===== config.mk =====
export PLATFORM = sky130hd
export DESIGN_NAME = doa_sweep_ctrl
export DESIGN_NICKNAME = d
export VERILOG_FILES = /design/src/rtl/doa_sweep_ctrl.sv
export SDC_FILE = /design/constraint.sdc
export NUM_CORES = 1
export LEC_CHECK = 0
export CAP_MARGIN = 20
export CELL_PAD_IN_SITES_DETAIL_PLACEMENT = 1
export CELL_PAD_IN_SITES_GLOBAL_PLACEMENT = 1
export CORE_MARGIN = 10
export CORE_UTILIZATION = 39
export DETAILED_ROUTE_END_ITERATION = 7
export GPL_ROUTABILITY_DRIVEN = 1
export GPL_TIMING_DRIVEN = 0
export PLACE_DENSITY_LB_ADDON = 0.1
export SLEW_MARGIN = 20
export SYNTH_ARGS = -nofsm -noshare
export SYNTH_HDL_FRONTEND = slang
export SYNTH_SLANG_ARGS = --single-unit

===== constraint.sdc =====
create_clock -name clk -period 2.2 [get_ports clk]
set_input_delay 0.66 -clock clk [delete_from_list [all_inputs] [get_ports clk]]
set_output_delay 0.66 -clock clk [all_outputs]
set_load 0.02 [all_outputs]

===== src/rtl/doa_sweep_ctrl.sv =====
// MUSIC spatial-spectrum sweep controller: steps azimuth, drives Calu_Angle, keeps the minimum-power angle.
// Optional per-point watchdog enabled by defining DOA_SWEEP_TIMEOUT_EN.
module doa_sweep_ctrl #(
  parameter int ANG_WIDTH      = 10,
  parameter int VAL_WIDTH      = 48,
  parameter int ANG_START      = 0,
  parameter int ANG_STOP       = 180,
  parameter int ANG_STEP       = 1,
  parameter int TIMEOUT_CYCLES = 4096
) (
  input  logic                        clk,
  input  logic                        rst_n,
  input  logic                        search_start,
  output logic                        search_busy,
  output logic                        search_done,
  output logic                        search_error,
  output logic [ANG_WIDTH-1:0]        doa_angle,
  output logic signed [VAL_WIDTH-1:0] doa_min_value,
  output logic                        calu_angle_start,
  output logic [ANG_WIDTH-1:0]        azimuth_angle,
  input  logic                        calu_angle_done,
  input  logic signed [VAL_WIDTH-1:0] calu_angle_value
);

  typedef enum logic [2:0] {
    S_IDLE, S_ISSUE, S_WAIT, S_EVAL, S_ADVANCE, S_DONE
  } state_t;

  state_t state, state_nxt;

  logic [ANG_WIDTH-1:0]        cur_angle;
  logic [ANG_WIDTH-1:0]        best_ang;
  logic signed [VAL_WIDTH-1:0] sample;
  logic signed [VAL_WIDTH-1:0] best_val;
  logic                        have_pt;
  logic [ANG_WIDTH:0]          next_angle;
  logic                        timeout_hit;

  if (ANG_STEP < 1 || ANG_START > ANG_STOP || ANG_STOP >= (1 << ANG_WIDTH) ||
      TIMEOUT_CYCLES < 1) begin : g_bad_param
    $error("doa_sweep_ctrl: illegal parameter combination");
  end

  // One extra bit so the step past ANG_STOP can never wrap back into range.
  assign next_angle    = {1'b0, cur_angle} + (ANG_WIDTH+1)'(ANG_STEP);
  assign azimuth_angle = cur_angle;

  always_ff @(posedge clk or negedge rst_n) begin
    if (!rst_n) state <= S_IDLE;
    else        state <= state_nxt;
  end

  always_comb begin
    state_nxt = state;
    case (state)
      S_IDLE:    if (search_start) state_nxt = S_ISSUE;
      S_ISSUE:   if (!calu_angle_done) state_nxt = S_WAIT;
      S_WAIT: begin
        if (calu_angle_done)  state_nxt = S_EVAL;
        else if (timeout_hit) state_nxt = S_DONE;
      end
      S_EVAL:    state_nxt = S_ADVANCE;
      S_ADVANCE: state_nxt = (next_angle > (ANG_WIDTH+1)'(ANG_STOP)) ? S_DONE : S_ISSUE;
      S_DONE:    state_nxt = S_IDLE;
      default:   state_nxt = S_IDLE;
    endcase
  end

  always_ff @(posedge clk or negedge rst_n) begin
    if (!rst_n) begin
      calu_angle_start <= 1'b0;
      search_busy      <= 1'b0;
      search_done      <= 1'b0;
      doa_angle        <= '0;
      doa_min_value    <= '0;
      cur_angle        <= '0;
      best_ang         <= '0;
      best_val         <= '0;
      sample           <= '0;
      have_pt          <= 1'b0;
    end else begin
      calu_angle_start <= (state == S_ISSUE) && !calu_angle_done;
      search_busy      <= (state_nxt != S_IDLE);
      search_done      <= (state_nxt == S_DONE);
      // Results are loaded on the way into DONE so they are valid alongside search_done.
      if (state_nxt == S_DONE) begin
        doa_angle     <= have_pt ? best_ang : '0;
        doa_min_value <= have_pt ? best_val : '0;
      end
      case (state)
        S_IDLE: begin
          if (search_start) begin
            cur_angle <= ANG_WIDTH'(ANG_START);
            have_pt   <= 1'b0;
          end
        end
        S_WAIT: if (calu_angle_done) sample <= calu_angle_value;
        S_EVAL: begin
          if (!have_pt || sample < best_val) begin
            best_val <= sample;
            best_ang <= cur_angle;
          end
          have_pt <= 1'b1;
        end
        S_ADVANCE: if (state_nxt == S_ISSUE) cur_angle <= next_angle[ANG_WIDTH-1:0];
        default: ;
      endcase
    end
  end

`ifdef DOA_SWEEP_TIMEOUT_EN
  localparam int CNT_W = $clog2(TIMEOUT_CYCLES + 1);

  logic [CNT_W-1:0] wait_cnt;
  logic             err_q;

  assign timeout_hit  = (state == S_WAIT) && !calu_angle_done &&
                        (wait_cnt == CNT_W'(TIMEOUT_CYCLES - 1));
  assign search_error = err_q;

  always_ff @(posedge clk or negedge rst_n) begin
    if (!rst_n) begin
      wait_cnt <= '0;
      err_q    <= 1'b0;
    end else begin
      wait_cnt <= (state == S_WAIT) ? wait_cnt + 1'b1 : '0;
      if (state == S_IDLE && search_start) err_q <= 1'b0;
      else if (timeout_hit)                err_q <= 1'b1;
    end
  end
`else
  assign timeout_hit  = 1'b0;
  assign search_error = 1'b0;
`endif

endmodule


==> run summary <==
The minimum period implied by the final worst setup slack is 2.65 ns. The standard-cell row count was 54; the port buffer count was 122. In the post-synthesis netlist, the biggest area contributors are sky130_fd_sc_hd__dfrtp_1 (52%), sky130_fd_sc_hd__mux2_2 (11%), sky130_fd_sc_hd__ha_1 (7.1%), sky130_fd_sc_hd__o21ai_0 (3.8%), sky130_fd_sc_hd__mux2_4 (3.6%). Synthesis produced a netlist with a net count of 870. For the total routed wirelength, the log shows 27500 µm. The flow ran to the end, but the final reports show violations. The effective utilization at floorplan was 39.7%.

The min-delay analysis places its worst path in the category in -> async. Setup repair after global routing could not meet its margin everywhere. Entering global routing, the biggest net connects 99 pins. The final reports fail on negative setup slack. Summed over all cells, the static leakage comes to 5.70 nW.

The final worst slack is -0.455 ns. For this run, the top clock speed supported by timing is 0.377 GHz. For the initial antenna violation count, the log shows 2. For the worst flop-to-flop path, the logic depth is 10. The tools report the overflow left after global routing as 0. The cell sitting at the root of the clock tree is a sky130_fd_sc_hd__clkbuf_16. The tools report the post-route DRC violation count as 0. The actual transition at the worst max-transition pin was 0.810 ns. The critical path is of the reg -> reg type.

The H-tree was split into 4 levels. The tools report the sequential area share after synthesis as 52.3%. The synthesized netlist occupies a cell area of 0.00867 mm². The tools report the area of the placeable core as 0.0218 mm². TritonCTS built the clock tree. After filler insertion, the fill cell instance count of the layout stands at 2201. The share of final-layout standard cells stronger than drive strength 1 was 38.5%; the total via count after detailed routing was 6697. The portion of synthesized cell area occupied by the leading cell type works out to 52.3%.

The chip height was 169 µm; the routability-driven placement congestion ratio was 0.816. The worst setup skew after layout is 0.0162 ns, and the mean area per synthesized cell is 11.3 µm². In the final routed layout, each cell accounts on average for 21.7 µm. The netlist uses 56 different library cells. The max-slew violation count was 0. The library cell used most frequently in the layout, excluding fill and tap cells, is sky130_fd_sc_hd__dfrtp_1.

Summed over all nets, the half-perimeter wirelength after detailed placement is 16900 µm. Data on the critical path is required at its endpoint by 2.51 ns. The die covers 0.0286 mm². In this run, synthesis produced a sequential element count of 181.

Summed over all instances, the cell type with the most area after synthesis is sky130_fd_sc_hd__dfrtp_1. The clock passes through at most 2 buffers. The overall power consumption was 14.2 mW; the power density normalized to cell area was 1130 mW/mm². 124 I/O pins were placed.

The worst setup path is launched from a flip-flop. Counting flops with a built-in enable in the synthesized netlist gives 0. The final layout contains 1073 nets. The number of setup violations in the final report is 125.

The antenna violation net count after detailed routing was 0; the maximum fanout along the worst path was 10. In this run the cell area measured after placement is 0.0103 mm². Headroom to the max-slew limit came out at 45.8%.

The CTS buffer count is 17, and the average via count per standard cell is 5.30. The floorplan step set the die width to 169 µm. Share of the clock period used by the worst path: 121%. Once layout is done, the placed cells without fillers occupy 0.0126 mm². For the worst setup path, the data arrival time is 2.96 ns. Clock latency on the worst-skew pair, taken at its later pin, is 0.44 ns. The tools report the nature of the critical path endpoint as a flip-flop. For the count of final hold-check violations, the log shows 0. The tool flagged a number of max-cap violations equal to 0. After clock tree synthesis, the clock-pin slew on the worst setup and hold paths is 0.08 ns. The run gives 254 as the violation count after the first detailed-route iteration. The most instantiated flip-flop cell in the synthesis netlist is sky130_fd_sc_hd__dfrtp_1. The final non-filler cell total is 1264. The run gives 769 as the number of instances in the synthesized netlist. The tools report the number of placed instances, taps included as 1172. For this run, the total global-route usage over all layers was measured as 19.1%. For the number of global-route vias before repair, the log shows 7705.

The antenna diode instance count was 0. Before antenna repair, the detailed router went through 4 iterations. For the number of clock sinks, the log shows 181.

The signed area change from the synthesized netlist to the final layout was 44.9%; the global-route wire length before repair was 43500 µm. In the layout the commonest cells are sky130_fd_sc_hd__dfrtp_1 (175), sky130_fd_sc_hd__clkdlybuf4s50_1 (111), sky130_fd_sc_hd__o21ai_2 (79). The worst-case IR drop observed on VDD is 462 µV. Number of warnings issued by yosys: 0. The fraction of registers with async set/reset works out to 100%.
-- metrics by stage --
stage / utilization (%) / setup WS [ns] / TNS [ns] / hold slack [ns]
6_report: 57.5 / -0.455 / -35.89 / 0.196
5_1_grt: 57.5 / -0.578 / -48.02 / 0.260
4_1_cts: 56.0 / -0.439 / -29.79 / 0.247
3_5_place_dp: 47.2 / -0.671 / -69.32 / 0.501
3_3_place_gp: 47.0 / -7.73 / -1341.74 / 0.497
2_1_floorplan: - / -0.0404 / -0.854 / 0.364
-- synthesized netlist by cell type (all sizes together), types with 2 or more instances --
| cell | n |
|---|---|
| inv | 57 |
| clkbuf | 22 |
| o31ai | 2 |
| o2111ai | 2 |
| nor4 | 4 |
| o211ai | 4 |
| and2 | 3 |
| a21boi | 2 |
| mux2 | 108 |
| o221ai | 2 |
| dfrtp | 181 |
| a21oi | 27 |
| nand4 | 9 |
| buf | 22 |
| nor2 | 17 |
| and4 | 2 |
| mux2i | 2 |
| a211oi | 3 |
| ha | 49 |
| o21bai | 2 |
| nand3 | 9 |
| a211o | 2 |
| o21ai | 127 |
| and3 | 3 |
| nor3 | 5 |
| a21o | 5 |
| nand2 | 81 |
-- layout make-up --
class | instances | area [µm²] | share of cell area [%]
Sequential cell | 181 | 4540 | 36.1
Multi-Input combinational cell | 489 | 4430 | 35.3
Timing Repair Buffer | 186 | 2020 | 16.1
Clock buffer | 18 | 439 | 3.50
Buffer | 40 | 387 | 3.08
Tap cell | 280 | 350 | 2.79
Inverter | 57 | 219 | 1.74
Clock inverter | 13 | 169 | 1.35
-- flip-flops by register name, summed over array words and instances (netlist names), 3 cells and up --
name	flops
azimuth_angle	10
best_ang	10
best_val	48
doa_angle	10
doa_min_value	48
sample	48
state	3
-- timing repair --
action / 4_1_cts / 5_1_grt
resized for setup: 213 / 95
pin swaps: 69 / 40
buffers inserted: 41 / 16
cloned: 12 / 1
hold buffers: 0 / 0
setup endpoints to repair: 151 / 148
endpoints found under the hold margin: 0 / 0
-- report_power, final --
part           total [mW]  internal [mW]  switching [mW]
sequential           5.14           4.30           0.838
combinational        5.79           2.92            2.86
clock                3.25           1.83            1.41
total                14.2           9.06            5.11
-- metal layers --
layer / up-vias / GRT usage (%) / wire [µm]
li1: 3094 / - / -
met1: 3449 / 22.3 / 11600
met2: 122 / 34.3 / 14300
met3: 28 / 5.05 / 1230
met4: 4 / 3.83 / 348
met5: - / 0 / 31
-- worst max-delay path, cell delays in order (launching register included) --
cell                        delay (ns)
sky130_fd_sc_hd__dfrtp_1          0.38
sky130_fd_sc_hd__inv_1            0.08
sky130_fd_sc_hd__ha_4             0.27
sky130_fd_sc_hd__nand4_1          0.17
sky130_fd_sc_hd__buf_4            0.21
sky130_fd_sc_hd__nor4_4           0.24
sky130_fd_sc_hd__nand4_1          0.21
sky130_fd_sc_hd__o2111ai_4        0.30
sky130_fd_sc_hd__buf_12           0.17
sky130_fd_sc_hd__buf_12           0.13
sky130_fd_sc_hd__mux2_2           0.34
-- worst paths after layout --
check	from	to	slack, ns
worst max-delay path	best_val[31]$_DFFE_PN0P_	best_val[35]$_DFFE_PN0P_	-0.45
worst min-delay path	rst_n	azimuth_angle[4]$_DFFE_PN0P_	0.20
worst max register to register	best_val[31]$_DFFE_PN0P_	best_val[35]$_DFFE_PN0P_	-0.45
worst min register to register	doa_min_value[44]$_DFFE_PN0P_	doa_min_value[44]$_DFFE_PN0P_	0.49
max in group asynchronous	rst_n	sample[33]$_DFFE_PN0P_	1.06
min in group clk	doa_min_value[44]$_DFFE_PN0P_	doa_min_value[44]$_DFFE_PN0P_	0.49
-- logic make-up (layout without fill, tap and decap cells) --
logic type / Yosys count / in the layout / synth area share, %
other cells: 1 / 1 / 0.0433
buf+inv: 101 / 314 / 5.47
xor+xnor: 1 / 1 / 0.101
mux: 110 / 110 / 15.2
flops: 181 / 181 / 52.3
simple gates: 138 / 139 / 7.26
fa+ha+maj: 49 / 49 / 7.07
compound gates: 188 / 189 / 12.6
Note: power is estimated with default switching activity, not from simulation.
